### config.mk
export PLATFORM = sky130hd
export DESIGN_NAME = app_host_flat
export DESIGN_NICKNAME = d
export VERILOG_FILES = /design/src/rtl/app_host_pkg.sv /design/src/rtl/app_host_if.sv /design/src/rtl/app_host_gen.sv /design/src/rtl/app_host.sv /design/src/flat_wrapper.sv
export SDC_FILE = /design/constraint.sdc
export NUM_CORES = 1
export LEC_CHECK = 0
export ABC_AREA = 1
export CAP_MARGIN = 20
export CORE_MARGIN = 2
export CORE_UTILIZATION = 45
export DETAILED_ROUTE_END_ITERATION = 10
export GPL_TIMING_DRIVEN = 0
export PLACE_DENSITY = 0.63
export SYNTH_ARGS = -nofsm -noshare
export SYNTH_HDL_FRONTEND = slang
export SYNTH_SLANG_ARGS = --single-unit
### constraint.sdc
create_clock -name clk_i -period 3.1 [get_ports clk_i]
set_input_delay 0.62 -clock clk_i [delete_from_list [all_inputs] [get_ports clk_i]]
set_output_delay 0.62 -clock clk_i [all_outputs]
set_load 0.02 [all_outputs]
### src/rtl/app_host_pkg.sv
// app_host_pkg: shared definitions for the app byte-protocol host.
// Holds command codes, the escape byte, the CRC32 and LFSR polynomials,
// the host FSM state type and the byte-level helper functions used by
// the host FSM (app_host) and its LFSR/CRC generator (app_host_gen).
package app_host_pkg;

  localparam int DATA_W = 8;
  localparam int LEN_W  = 24;

  localparam logic [7:0] ESC            = 8'h00;
  localparam logic [7:0] CMD_IN         = 8'd1;
  localparam logic [7:0] CMD_OUT        = 8'd2;
  localparam logic [7:0] CMD_WAIT       = 8'd3;
  localparam logic [7:0] CMD_LFSR_WRITE = 8'd4;
  localparam logic [7:0] CMD_LFSR_READ  = 8'd5;
  localparam logic [7:0] CMD_ROM_READ   = 8'd6;
  localparam logic [7:0] CMD_RAM_READ   = 8'd7;

  localparam logic [31:0] CRC_POLY  = 32'h04C11DB7;
  localparam logic [23:0] LFSR_POLY = 24'hE10000;

  typedef enum logic [2:0] {
    ST_IDLE,
    ST_HDR,
    ST_TX_DATA,
    ST_RX_DATA,
    ST_RX_CHECK
  } state_t;

  // MSB-first register, data bits fed LSB-first: the byte-serial form of
  // the reflected CRC-32 without the bit reversal of the register.
  function automatic logic [31:0] crc32(input logic [7:0] d, input logic [31:0] c);
    logic [31:0] r;
    r = c;
    for (int i = 0; i < 8; i++) begin
      r = {r[30:0], 1'b0} ^ (((r[31] ^ d[i]) == 1'b1) ? CRC_POLY : 32'h0);
    end
    return r;
  endfunction

  function automatic logic [7:0] rev8(input logic [7:0] b);
    logic [7:0] r;
    for (int i = 0; i < 8; i++) begin
      r[i] = b[7-i];
    end
    return r;
  endfunction

  function automatic logic [23:0] lfsr_next(input logic [23:0] l);
    return {l[22:0], ~^(l & LFSR_POLY)};
  endfunction

  // Index of the last header byte (index 0 is ESC, index 1 the command).
  function automatic logic [2:0] hdr_last(input logic [7:0] cmd);
    case (cmd)
      CMD_IN, CMD_OUT, CMD_LFSR_WRITE, CMD_ROM_READ, CMD_RAM_READ: return 3'd4;
      CMD_WAIT: return 3'd2;
      default:  return 3'd1;
    endcase
  endfunction

  function automatic logic [7:0] hdr_byte(input logic [7:0]  cmd,
                                          input logic [23:0] len,
                                          input logic [7:0]  wt,
                                          input logic [23:0] seed,
                                          input logic [2:0]  idx);
    logic [23:0] arg;
    arg = (cmd == CMD_LFSR_WRITE) ? seed : len;
    case (idx)
      3'd1:    return cmd;
      3'd2:    return (cmd == CMD_WAIT) ? wt : arg[7:0];
      3'd3:    return arg[15:8];
      3'd4:    return arg[23:16];
      default: return ESC;
    endcase
  endfunction

endpackage

### src/rtl/app_host_if.sv
// app_host_if: byte streams between the host and the app.
//   out_data/out_valid/out_ready : host -> app OUT stream
//   in_data/in_valid/in_ready    : app -> host IN stream
// A byte moves on a clock edge where valid and ready are both high.
// master = host side, slave = app side.
interface app_host_if;
  import app_host_pkg::*;

  logic [DATA_W-1:0] out_data;
  logic              out_valid;
  logic              out_ready;
  logic [DATA_W-1:0] in_data;
  logic              in_valid;
  logic              in_ready;

  modport master (
    output out_data, out_valid, in_ready,
    input  out_ready, in_data, in_valid
  );

  modport slave (
    input  out_data, out_valid, in_ready,
    output out_ready, in_data, in_valid
  );

endinterface

### src/rtl/app_host_gen.sv
// app_host_gen: LFSR payload source and CRC32 accumulator.
//   clk_i, rstn_i  clock, async active-low reset
//   init_i         load lfsr_o <= seed_i and crc_o <= all ones
//   seed_i         LFSR seed
//   lfsr_step_i    advance the LFSR one byte step
//   crc_step_i     fold crc_byte_i into the CRC
//   crc_byte_i     byte to accumulate
//   lfsr_o         current LFSR state (payload byte is lfsr_o[7:0])
//   crc_o          running CRC32, un-inverted
module app_host_gen
  import app_host_pkg::*;
(
  input  logic              clk_i,
  input  logic              rstn_i,
  input  logic              init_i,
  input  logic [LEN_W-1:0]  seed_i,
  input  logic              lfsr_step_i,
  input  logic              crc_step_i,
  input  logic [DATA_W-1:0] crc_byte_i,
  output logic [LEN_W-1:0]  lfsr_o,
  output logic [31:0]       crc_o
);

  always_ff @(posedge clk_i or negedge rstn_i) begin
    if (!rstn_i) begin
      lfsr_o <= '0;
      crc_o  <= '1;
    end else if (init_i) begin
      lfsr_o <= seed_i;
      crc_o  <= '1;
    end else begin
      if (lfsr_step_i) lfsr_o <= lfsr_next(lfsr_o);
      if (crc_step_i)  crc_o  <= crc32(crc_byte_i, crc_o);
    end
  end

endmodule

### src/rtl/app_host.sv
// app_host: command initiator for the app byte protocol.
// Sends ESC, command and argument bytes on the OUT stream, sources LFSR
// payload (OUT), sinks IN data, and checks the 4-byte CRC32 / LFSR
// readback before reporting pass/fail.
//   clk_i, rstn_i       clock, async active-low reset
//   start_i             launch a command when busy_o=0
//   cmd_i, len_i        command code, byte count minus 1
//   wait_i, seed_i      WAIT argument, LFSR seed / LFSR_READ expected value
//   bus (master)        out_data/out_valid/out_ready, in_data/in_valid/in_ready
//   busy_o, done_o      command in progress, one-cycle end pulse
//   pass_o, timeout_o   result of last command, held until next start
//   crc_o               running CRC32 of the last payload (un-inverted)
// TIMEOUT: idle cycles allowed while waiting on in_valid; 0 disables.
module app_host
  import app_host_pkg::*;
#(
  parameter int unsigned TIMEOUT = 65535
) (
  input  logic              clk_i,
  input  logic              rstn_i,
  input  logic              start_i,
  input  logic [7:0]        cmd_i,
  input  logic [LEN_W-1:0]  len_i,
  input  logic [7:0]        wait_i,
  input  logic [LEN_W-1:0]  seed_i,
  app_host_if.master        bus,
  output logic              busy_o,
  output logic              done_o,
  output logic              pass_o,
  output logic              timeout_o,
  output logic [31:0]       crc_o
);

  state_t            state;
  logic [7:0]        cmd_q;
  logic [7:0]        wait_q;
  logic [LEN_W-1:0]  len_q;
  logic [LEN_W-1:0]  seed_q;
  logic [LEN_W-1:0]  cnt;
  logic [2:0]        hidx;
  logic [1:0]        cidx;
  logic              err;
  logic [15:0]       tmo;
  logic [LEN_W-1:0]  lfsr;
  logic [LEN_W-1:0]  lfsr_nxt;
  logic [7:0]        exp_byte;
  logic              out_fire;
  logic              in_fire;
  logic              rx_state;
  logic              tmo_hit;
  logic              mismatch;
  logic              gen_init;
  logic              lfsr_step;
  logic              crc_step;

  assign rx_state     = (state == ST_RX_DATA) || (state == ST_RX_CHECK);
  assign bus.in_ready = rx_state;
  assign out_fire     = bus.out_valid & bus.out_ready;
  assign in_fire      = bus.in_valid & rx_state;
  assign lfsr_nxt     = lfsr_next(lfsr);
  assign tmo_hit      = (TIMEOUT != 0) && ({16'd0, tmo} == TIMEOUT - 32'd1);
  assign mismatch     = (bus.in_data != exp_byte);

  assign gen_init  = (state == ST_IDLE) && start_i;
  assign lfsr_step = (state == ST_TX_DATA) && out_fire;
  assign crc_step  = lfsr_step || ((state == ST_RX_DATA) && in_fire);

  app_host_gen u_gen (
    .clk_i       (clk_i),
    .rstn_i      (rstn_i),
    .init_i      (gen_init),
    .seed_i      (seed_i),
    .lfsr_step_i (lfsr_step),
    .crc_step_i  (crc_step),
    .crc_byte_i  ((state == ST_TX_DATA) ? lfsr[7:0] : bus.in_data),
    .lfsr_o      (lfsr),
    .crc_o       (crc_o)
  );

  // Readback bytes: CRC is sent as the standard (reflected, inverted)
  // CRC32, least significant byte first.
  always_comb begin
    exp_byte = 8'h00;
    if (cmd_q == CMD_LFSR_READ) begin
      case (cidx)
        2'd0:    exp_byte = seed_q[7:0];
        2'd1:    exp_byte = seed_q[15:8];
        2'd2:    exp_byte = seed_q[23:16];
        default: exp_byte = 8'h00;
      endcase
    end else begin
      case (cidx)
        2'd0:    exp_byte = rev8(~crc_o[31:24]);
        2'd1:    exp_byte = rev8(~crc_o[23:16]);
        2'd2:    exp_byte = rev8(~crc_o[15:8]);
        default: exp_byte = rev8(~crc_o[7:0]);
      endcase
    end
  end

  // Command arguments are pure data, captured once per start.
  always_ff @(posedge clk_i) begin
    if (gen_init) begin
      cmd_q  <= cmd_i;
      len_q  <= len_i;
      wait_q <= wait_i;
      seed_q <= seed_i;
    end
  end

  always_ff @(posedge clk_i or negedge rstn_i) begin
    if (!rstn_i) begin
      state         <= ST_IDLE;
      busy_o        <= 1'b0;
      done_o        <= 1'b0;
      pass_o        <= 1'b0;
      timeout_o     <= 1'b0;
      bus.out_valid <= 1'b0;
      bus.out_data  <= '0;
      cnt           <= '0;
      hidx          <= '0;
      cidx          <= '0;
      err           <= 1'b0;
      tmo           <= '0;
    end else begin
      done_o <= 1'b0;
      case (state)
        ST_IDLE: begin
          if (start_i) begin
            state         <= ST_HDR;
            busy_o        <= 1'b1;
            pass_o        <= 1'b0;
            timeout_o     <= 1'b0;
            bus.out_valid <= 1'b1;
            bus.out_data  <= ESC;
            cnt           <= len_i;
            hidx          <= '0;
            cidx          <= '0;
            err           <= 1'b0;
            tmo           <= '0;
          end
        end
        ST_HDR: begin
          if (out_fire) begin
            if (hidx == hdr_last(cmd_q)) begin
              case (cmd_q)
                CMD_IN, CMD_ROM_READ, CMD_RAM_READ: begin
                  state         <= ST_RX_DATA;
                  bus.out_valid <= 1'b0;
                end
                CMD_OUT: begin
                  state        <= ST_TX_DATA;
                  bus.out_data <= lfsr[7:0];
                end
                CMD_LFSR_READ: begin
                  state         <= ST_RX_CHECK;
                  bus.out_valid <= 1'b0;
                end
                default: begin
                  // WAIT/LFSR_WRITE complete here; an unknown code leaves
                  // the app in loopback, so it is reported as a failure.
                  state         <= ST_IDLE;
                  busy_o        <= 1'b0;
                  done_o        <= 1'b1;
                  pass_o        <= (cmd_q == CMD_WAIT) || (cmd_q == CMD_LFSR_WRITE);
                  bus.out_valid <= 1'b0;
                end
              endcase
            end else begin
              hidx         <= hidx + 3'd1;
              bus.out_data <= hdr_byte(cmd_q, len_q, wait_q, seed_q, hidx + 3'd1);
            end
          end
        end
        ST_TX_DATA: begin
          if (out_fire) begin
            if (cnt == '0) begin
              state         <= ST_RX_CHECK;
              bus.out_valid <= 1'b0;
            end else begin
              cnt          <= cnt - 24'd1;
              bus.out_data <= lfsr_nxt[7:0];
            end
          end
        end
        ST_RX_DATA, ST_RX_CHECK: begin
          if (in_fire) begin
            tmo <= '0;
            if (state == ST_RX_DATA) begin
              if (cnt != '0) begin
                cnt <= cnt - 24'd1;
              end else if (cmd_q == CMD_IN) begin
                state <= ST_RX_CHECK;
              end else begin
                state  <= ST_IDLE;
                busy_o <= 1'b0;
                done_o <= 1'b1;
                pass_o <= 1'b1;
              end
            end else begin
              // All four bytes are consumed even after a mismatch so the
              // stream stays byte-aligned with the app.
              cidx <= cidx + 2'd1;
              err  <= err | mismatch;
              if (cidx == 2'd3) begin
                state  <= ST_IDLE;
                busy_o <= 1'b0;
                done_o <= 1'b1;
                pass_o <= ~(err | mismatch);
              end
            end
          end else if (tmo_hit) begin
            state     <= ST_IDLE;
            busy_o    <= 1'b0;
            done_o    <= 1'b1;
            pass_o    <= 1'b0;
            timeout_o <= 1'b1;
          end else begin
            tmo <= tmo + 16'd1;
          end
        end
        default: state <= ST_IDLE;
      endcase
    end
  end

endmodule

### src/flat_wrapper.sv
// flat-port wrapper written by rule: the top's interface ports become plain ports
module app_host_flat import app_host_pkg::*;
#(
  parameter int unsigned TIMEOUT = 65535
)
  (clk_i, rstn_i, start_i, cmd_i, len_i, wait_i, seed_i, busy_o, done_o, pass_o, timeout_o, crc_o, bus_out_data, bus_out_valid, bus_in_ready, bus_out_ready, bus_in_data, bus_in_valid);
  app_host_if bus_i ();
  input  logic clk_i;
  input  logic rstn_i;
  input  logic start_i;
  input  logic [7:0] cmd_i;
  input  logic [LEN_W-1:0] len_i;
  input  logic [7:0] wait_i;
  input  logic [LEN_W-1:0] seed_i;
  output logic busy_o;
  output logic done_o;
  output logic pass_o;
  output logic timeout_o;
  output logic [31:0] crc_o;
  output wire logic [$bits(bus_i.out_data)-1:0] bus_out_data;
  output wire logic [$bits(bus_i.out_valid)-1:0] bus_out_valid;
  output wire logic [$bits(bus_i.in_ready)-1:0] bus_in_ready;
  input wire logic [$bits(bus_i.out_ready)-1:0] bus_out_ready;
  input wire logic [$bits(bus_i.in_data)-1:0] bus_in_data;
  input wire logic [$bits(bus_i.in_valid)-1:0] bus_in_valid;
  assign bus_out_data = bus_i.out_data;
  assign bus_out_valid = bus_i.out_valid;
  assign bus_in_ready = bus_i.in_ready;
  assign bus_i.out_ready = bus_out_ready;
  assign bus_i.in_data = bus_in_data;
  assign bus_i.in_valid = bus_in_valid;
  app_host #(.TIMEOUT(TIMEOUT)) u_core (.clk_i(clk_i), .rstn_i(rstn_i), .start_i(start_i), .cmd_i(cmd_i), .len_i(len_i), .wait_i(wait_i), .seed_i(seed_i), .bus(bus_i), .busy_o(busy_o), .done_o(done_o), .pass_o(pass_o), .timeout_o(timeout_o), .crc_o(crc_o));
endmodule
==> summary.md, run 1 <==
| Metric | Value |
|---|---|
| Status | `complete, no violations` |
| Tcrit/Tclk final | `0.953` |
| Postcts setup bufs | `0` |
| Nets@finish | `between 1500 and 2000` |
| Multi-input combinational cell area | `~0.0054 mm²` |
| Crit start category | `register` |
| Ports | `around 120` |
| Clock transition at the registers of the reported paths | `roughly 80 ps` |
| Root Buffer | `clkbuf_16` |
| Leading area contributor after synthesis | `dfrtp_1` |
| Most frequent cells in the layout | `nand2_1, inv_1, nand3_1` |
| Mapped Area | `approximately 0.011 mm²` |
| Worst hold slack | `about 42 ps` |
| Post-synthesis sequential area ratio | `0.439` |
| Hold crit path type | `input pin to asynchronous set/reset pin` |
| Residual DRC | `0` |
| CP Class | `register to register` |
| Crit path buf inv count | `4` |
| Crit-path cells | `inv_1, nand2_2, inv_2, nand3_1, o21ai_4, nor2_8, buf_2, buf_4` |
| Initial antenna violation count | `0` |
| PostCTS Resize Cnt | `0` |
| RSZ-0062 raised after global routing | `no` |
| Wirelength per Cell | `18.4 µm` |
| Syn Area/Cell | `~7.6 µm²` |
| Clock skew | `roughly 14 ps` |
| Power Density | `about 790 mW/mm²` |
| Setup violators final | `0` |
| Slew headroom | `0.383` |
| Max Clock Freq | `about 340 MHz` |
| Max-Cap Viols | `0` |
| Fraction of layout cells with a size suffix above 1 | `0.0946` |
| Core ar. | `0.0244 mm²` |
| Die area | `0.0262 mm²` |
| Syn. warnings | `0` |
| CTS Buf Count | `17` |
| Worst Path Max Fanout | `73` |
| Port Buffer Count | `122` |
| Gpl congestion | `~0.95` |
| Leak | `a little over 6 nW` |
| Ant diodes | `0` |
| Die Wd | `162 µm` |
| Final HPWL from detailed placement | `around 28 mm` |
| Routed wire length | `~36 mm` |
| Hold-fix buffers, CTS | `0` |
| Final min period | `approximately 3000 ps` |
| Largest net degree at the start of global routing | `93` |
| H-tree depth | `4` |
| Post-synth EDFFs | `64` |
| FP Rows | `57` |
| Post-Synthesis Cells | `1473` |
| Clock Latency Late Sink | `around 440 ps` |
| Detailed-route via count | `approximately 11000` |
| Synth unique cells | `55` |
| WP data required | `3160 ps` |
| Clock Sinks | `roughly 180` |
| Peak supply drop | `0.485 mV` |
| CP peak stage delay | `approximately 750 ps` |
| Async S/R FF share, synth | `0.648` |
| Initial Utilization | `0.459` |
| Routed Antenna Nets | `0` |
| Slew Limit Fails | `0` |
| Synthesized flop and latch total | `182` |
| CTS tree | `yes` |
| Commonest non-fill, non-tap cell in the layout | `nand2_1` |
| Critical Path AT | `a little over 3000 ps` |
| Worst Tran Pin Value | `a little over 900 ps` |
| Vias in the first global route | `~9900` |
| Synth area leaders | `dfrtp_1, edfxtp_1, nand2_1, dfstp_2, nand3_1` |
| Final TNS setup | `0 ps` |
| Share of the synthesized area in the top cell type | `0.192` |
| GRT Total Usage | `0.281` |
| Filler cells | `approximately 2400` |
| Final Hold Fails | `0` |
| Sequential cell area | `slightly below 0.005 mm²` |
| CTS max path bufs | `2` |
| Top delay family on crit path | `buffers and inverters` |
| Vias per cell | `between 5 and 6` |
| Endpoint type of the worst setup path | `register` |
| Congestion Overflow GR | `0` |
| Die H | `162 µm` |
| Syn_nets | `1562` |
| Drt first pass iters | `5` |
| DRT iter0 DRCs | `~1100` |
| Critical-path top delay cell | `buf_4` |
| First-pass GRT wire length | `56.0 mm` |
| Top FF cell, synth | `dfrtp_1` |
| Area growth from synthesis to layout | `20.3%` |
==> registers in the layout, summed over array words and instances, names as in the netlist <==
| name | flops |
|---|---|
| u_core.cidx | 2 |
| u_core.hidx | 3 |
| u_core.bus.out_data | 8 |
| u_core.tmo | 16 |
| u_core.u_gen.crc_o | 32 |
| u_core.err | 1 |
| u_core.u_gen.lfsr_o | 24 |
| u_core.timeout_o | 1 |
| u_core.cmd_q | 8 |
| u_core.wait_q | 8 |
| u_core.pass_o | 1 |
| u_core.state | 3 |
| u_core.seed_q | 24 |
| u_core.busy_o | 1 |
| u_core.bus.out_valid | 1 |
| u_core.len_q | 24 |
| u_core.done_o | 1 |
| u_core.cnt | 24 |
==> area by class of cell <==
class,instances,share of cell area
inverters,173,0.0486
clock buffers,17,0.0316
multi-input cells,1071,0.400
plain buffers,47,0.0183
clock inverters,15,0.0139
repair buffers,123,0.0928
flip-flops and latches,182,0.365
well taps,324,0.0301
==> Yosys cell counts, types with 23 or more instances <==
cell and number:
nor2_1 142, dfstp_2 32, a21oi_1 33, nand3_1 151, nand2_1 433, clkbuf_1 25, dfrtp_1 86, nand2_2 23
xor2_1 36, inv_1 161, edfxtp_1 64, o21ai_0 52
==> per-stage QoR <==
stage                     instances  setup WS (ps)  instance area (µm²)   util  power, mW
after CTS                      1952            192                13500  0.552       10.7
after global placement         1919          -3710                12800  0.526       8.28
final                          1952            146                13500  0.552       10.7
after floorplan                1473            501                11200      -       6.74
after global routing           1952           20.9                13500  0.552       11.3
after detailed placement       1920           -120                12900  0.527       8.34
==> worst paths after layout <==
path	start	to	slack, ps	cells after the start
hold / removal	rstn_i	u_core.hidx[0]$_DFFE_PN0P_	40	1
hold reg to reg	u_core.bus.out_data[1]$_DFFE_PN0P_	u_core.bus.out_data[1]$_DFFE_PN0P_	480	2
setup / recovery	u_core.state[1]$_DFFE_PN0P_	u_core.cmd_q[7]$_DFFE_PP_	150	8
max in group asynchronous	rstn_i	u_core.u_gen.lfsr_o[7]$_DFFE_PN0P_	2240	2
min in group clk_i	u_core.bus.out_data[1]$_DFFE_PN0P_	u_core.bus.out_data[1]$_DFFE_PN0P_	480	2
setup reg to reg	u_core.state[1]$_DFFE_PN0P_	u_core.cmd_q[7]$_DFFE_PP_	150	8
==> routing by layer <==
metal	part of all wire	wire [µm]	track usage
met3	0.089	3200	0.0564
met4	0.019	675	0.0720
met2	0.44	15800	0.434
met1	0.45	16200	0.407
met5	0	0	0
==> worst register-to-register path, delay by kind of cell (launching register included) <==
kind / cells / cell delay, ps
AOI/OAI and AO/OA: 1 / 170
buffers and inverters: 4 / 1270
DFF: 1 / 540
and+or+nand+nor: 3 / 530
==> power breakdown <==
group          switching, mW  total, mW  internal (mW)
clock                   1.07       2.30           1.23
sequential             0.642       4.03           3.39
combinational           2.89       4.35           1.46
==> logic make-up (layout without fill, tap and decap cells) <==
group,after synthesis,in the layout,synth area share
adders and majority gates,12,12,0.0134
buffers and inverters,220,375,0.0803
AOI/OAI and AO/OA,171,171,0.0929
and+or+nand+nor,839,839,0.333
xor gates and xnor gates,49,49,0.0414
DFF,182,182,0.439
(Power assumes the default switching activity.)
==> run 2, diff against run 1 <==
Settings changed: SLEW_MARGIN from default to 20.
==> run 2 against run 1 <==
Net effect: final area barely moved; final cell count barely moved; non-clock buffer count rose by 1; maximum frequency rose by 2.1%; wire length rose by 0.52%; utilization barely moved; clock power fell by 3%; clock skew fell by 2.3 ps; power fell by 0.27%; sequential power barely moved; critical path depth fell by 2.
==> summary.md, run 2 (synthesis gave the netlist of run 1 again) <==
| Metric | Value |
|---|---|
| Biggest register | `u_core.u_gen.crc_o` |
| CTS max path bufs | `2` |
| Critical-path top delay cell | `clkdlybuf4s50_1` |
| Postcts setup bufs | `0` |
| Hold crit path type | `input pin to asynchronous set/reset pin` |
| Congestion Overflow GR | `0` |
| WP data required | `roughly 2500 ps` |
| Gpl congestion | `around 0.95` |
| Wirelength per Cell | `18.5 µm` |
| Crit start category | `register` |
| Ant diodes | `0` |
| Crit-path cells | `inv_2, nand2_2, nor2_1, nor2_4, inv_4, clkdlybuf4s50_1` |
| Detailed-route via count | `10600` |
| Commonest non-fill, non-tap cell in the layout | `nand2_1` |
| Die Wd | `162 µm` |
| Final TNS setup | `0 ps` |
| Port Buffer Count | `between 100 and 150` |
| WL met2 | `16.0 mm` |
| Critical Path AT | `roughly 2300 ps` |
| Clock Latency Late Sink | `440 ps` |
| Initial antenna violation count | `0` |
| CP peak stage delay | `about 600 ps` |
| Final Hold Fails | `0` |
| Clock skew | `about 12 ps` |
| CTS Buf Count | `17` |
| Residual DRC | `0` |
| Top sig layer | `met4` |
| Max-Cap Viols | `0` |
| H-tree depth | `4` |
| Vias per cell | `5.41` |
| Ports | `around 120` |
| Setup violators final | `0` |
| Max reg flops | `32` |
| Dpl cells | `approximately 1900` |
| Slew headroom | `0.479` |
| Leak | `about 6 nW` |
| CP Class | `register to primary output` |
| Final HPWL from detailed placement | `between 20 and 30 mm` |
| Clock transition at the registers of the reported paths | `around 80 ps` |
| Die H | `~160 µm` |
| GRT Total Usage | `0.284` |
| Worst Path Max Fanout | `8` |
| PostCTS Resize Cnt | `0` |
| Core ar. | `~0.024 mm²` |
| Nets@finish | `between 1500 and 2000` |
| Area growth from synthesis to layout | `20.3%` |
| Largest net degree at the start of global routing | `slightly above 90` |
| Non-Filler Instances | `roughly 2000` |
| Clock Sinks | `roughly 180` |
| Drt first pass iters | `5` |
| Max Clock Freq | `345 MHz` |
| Initial Utilization | `0.459` |
| Tcrit/Tclk final | `0.934` |
| Root Buffer | `clkbuf_16` |
| Routed wire length | `approximately 36 mm` |
| Most frequent cells in the layout | `nand2_1, inv_1, nand3_1` |
| CTS tree | `yes` |
| Final min period | `2890 ps` |
| Vias in the first global route | `~10000` |
| DR WL met3 | `2.92 mm` |
| Die area | `around 0.026 mm²` |
| Hold-fix buffers, CTS | `0` |
| Fraction of layout cells with a size suffix above 1 | `0.0958` |
| Status | `complete, no violations` |
| DRT iter0 DRCs | `between 1000 and 1500` |
| Metal-1 WL | `roughly 16 mm` |
| Slew Limit Fails | `0` |
| Peak supply drop | `between 0.4 and 0.5 mV` |
| FP Rows | `57` |
| Power Density | `between 700 and 800 mW/mm²` |
| RSZ-0062 raised after global routing | `no` |
| First-pass GRT wire length | `roughly 57 mm` |
| Top delay family on crit path | `buffers and inverters` |
| Endpoint type of the worst setup path | `primary output` |
| Worst Tran Pin Value | `slightly below 800 ps` |
| Crit path buf inv count | `3` |
| Routed Antenna Nets | `0` |
==> run 2: changes by cell type in the layout (fill, tap and decap cells not counted), sizes merged <==
cell / change
bufinv: -1
clkinv: +2
buf: +1
clkinvlp: -1
==> run 2: routing by layer <==
metal | GRT usage | vias to the layer above
met5 | 0 | -
met4 | 0.0728 | 0
met3 | 0.0577 | 52
met2 | 0.440 | 425
met1 | 0.409 | 5007
li1 | - | 5086
==> run 2: final timing paths <==
check | from | endpoint | slack (ps) | cells past startpoint
worst max register to register | u_core.cnt[0]$_DFFE_PN0P_ | u_core.cnt[5]$_DFFE_PN0P_ | 230 | 13
worst max-delay path | u_core.state[0]$_DFFE_PN0P_ | bus_in_ready | 210 | 6
max in group asynchronous | rstn_i | u_core.u_gen.crc_o[14]$_DFFE_PN1P_ | 2290 | 2
worst min-delay path | rstn_i | u_core.hidx[1]$_DFFE_PN0P_ | 10 | 1
worst min register to register | u_core.bus.out_data[2]$_DFFE_PN0P_ | u_core.bus.out_data[2]$_DFFE_PN0P_ | 480 | 2
min in group clk_i | u_core.bus.out_data[2]$_DFFE_PN0P_ | u_core.bus.out_data[2]$_DFFE_PN0P_ | 480 | 2
==> run 2: per-stage QoR <==
| step | utilization | power [mW] | hold WS, ps | setup slack, ps | cell area, µm² |
|---|---|---|---|---|---|
| after floorplan | - | 6.74 | 324 | 501 | 11200 |
| after global placement | 0.526 | 8.28 | 463 | -3710 | 12800 |
| after detailed placement | 0.528 | 8.39 | 465 | 108 | 12900 |
| after CTS | 0.552 | 10.6 | 13.7 | 224 | 13500 |
| after global routing | 0.552 | 11.3 | 19.4 | 18.3 | 13500 |
| final | 0.552 | 10.7 | 13.4 | 205 | 13500 |
==> run 2: final cells by class <==
class	count	area [µm²]
buffer	47	246
clock buffer	17	425
clock inverter	15	163
fill	2365	10900
inverter	173	654
multi-input combinational	1071	5380
sequential	182	4910
tap	324	405
timing repair buffer	124	1280
==> run 2: power by group <==
part           switching [mW]  internal [mW]  leakage [nW]
Sequential              0.642           3.38          2.04
Clock                    1.08           1.15         0.292
Combinational            2.90           1.50          3.78
==> run 2: worst reg2reg max path, stage by stage (launching register included) <==
cell and delay [ps]:
dfrtp_1 380, inv_1 100, ha_1 200, nand2_1 120, nor2_2 230, nand3_2 150
nor2_2 160, nand2_1 240, a21oi_1 470, nor3_2 110, buf_4 210, buf_6 170
o211ai_1 80, o21ai_0 110
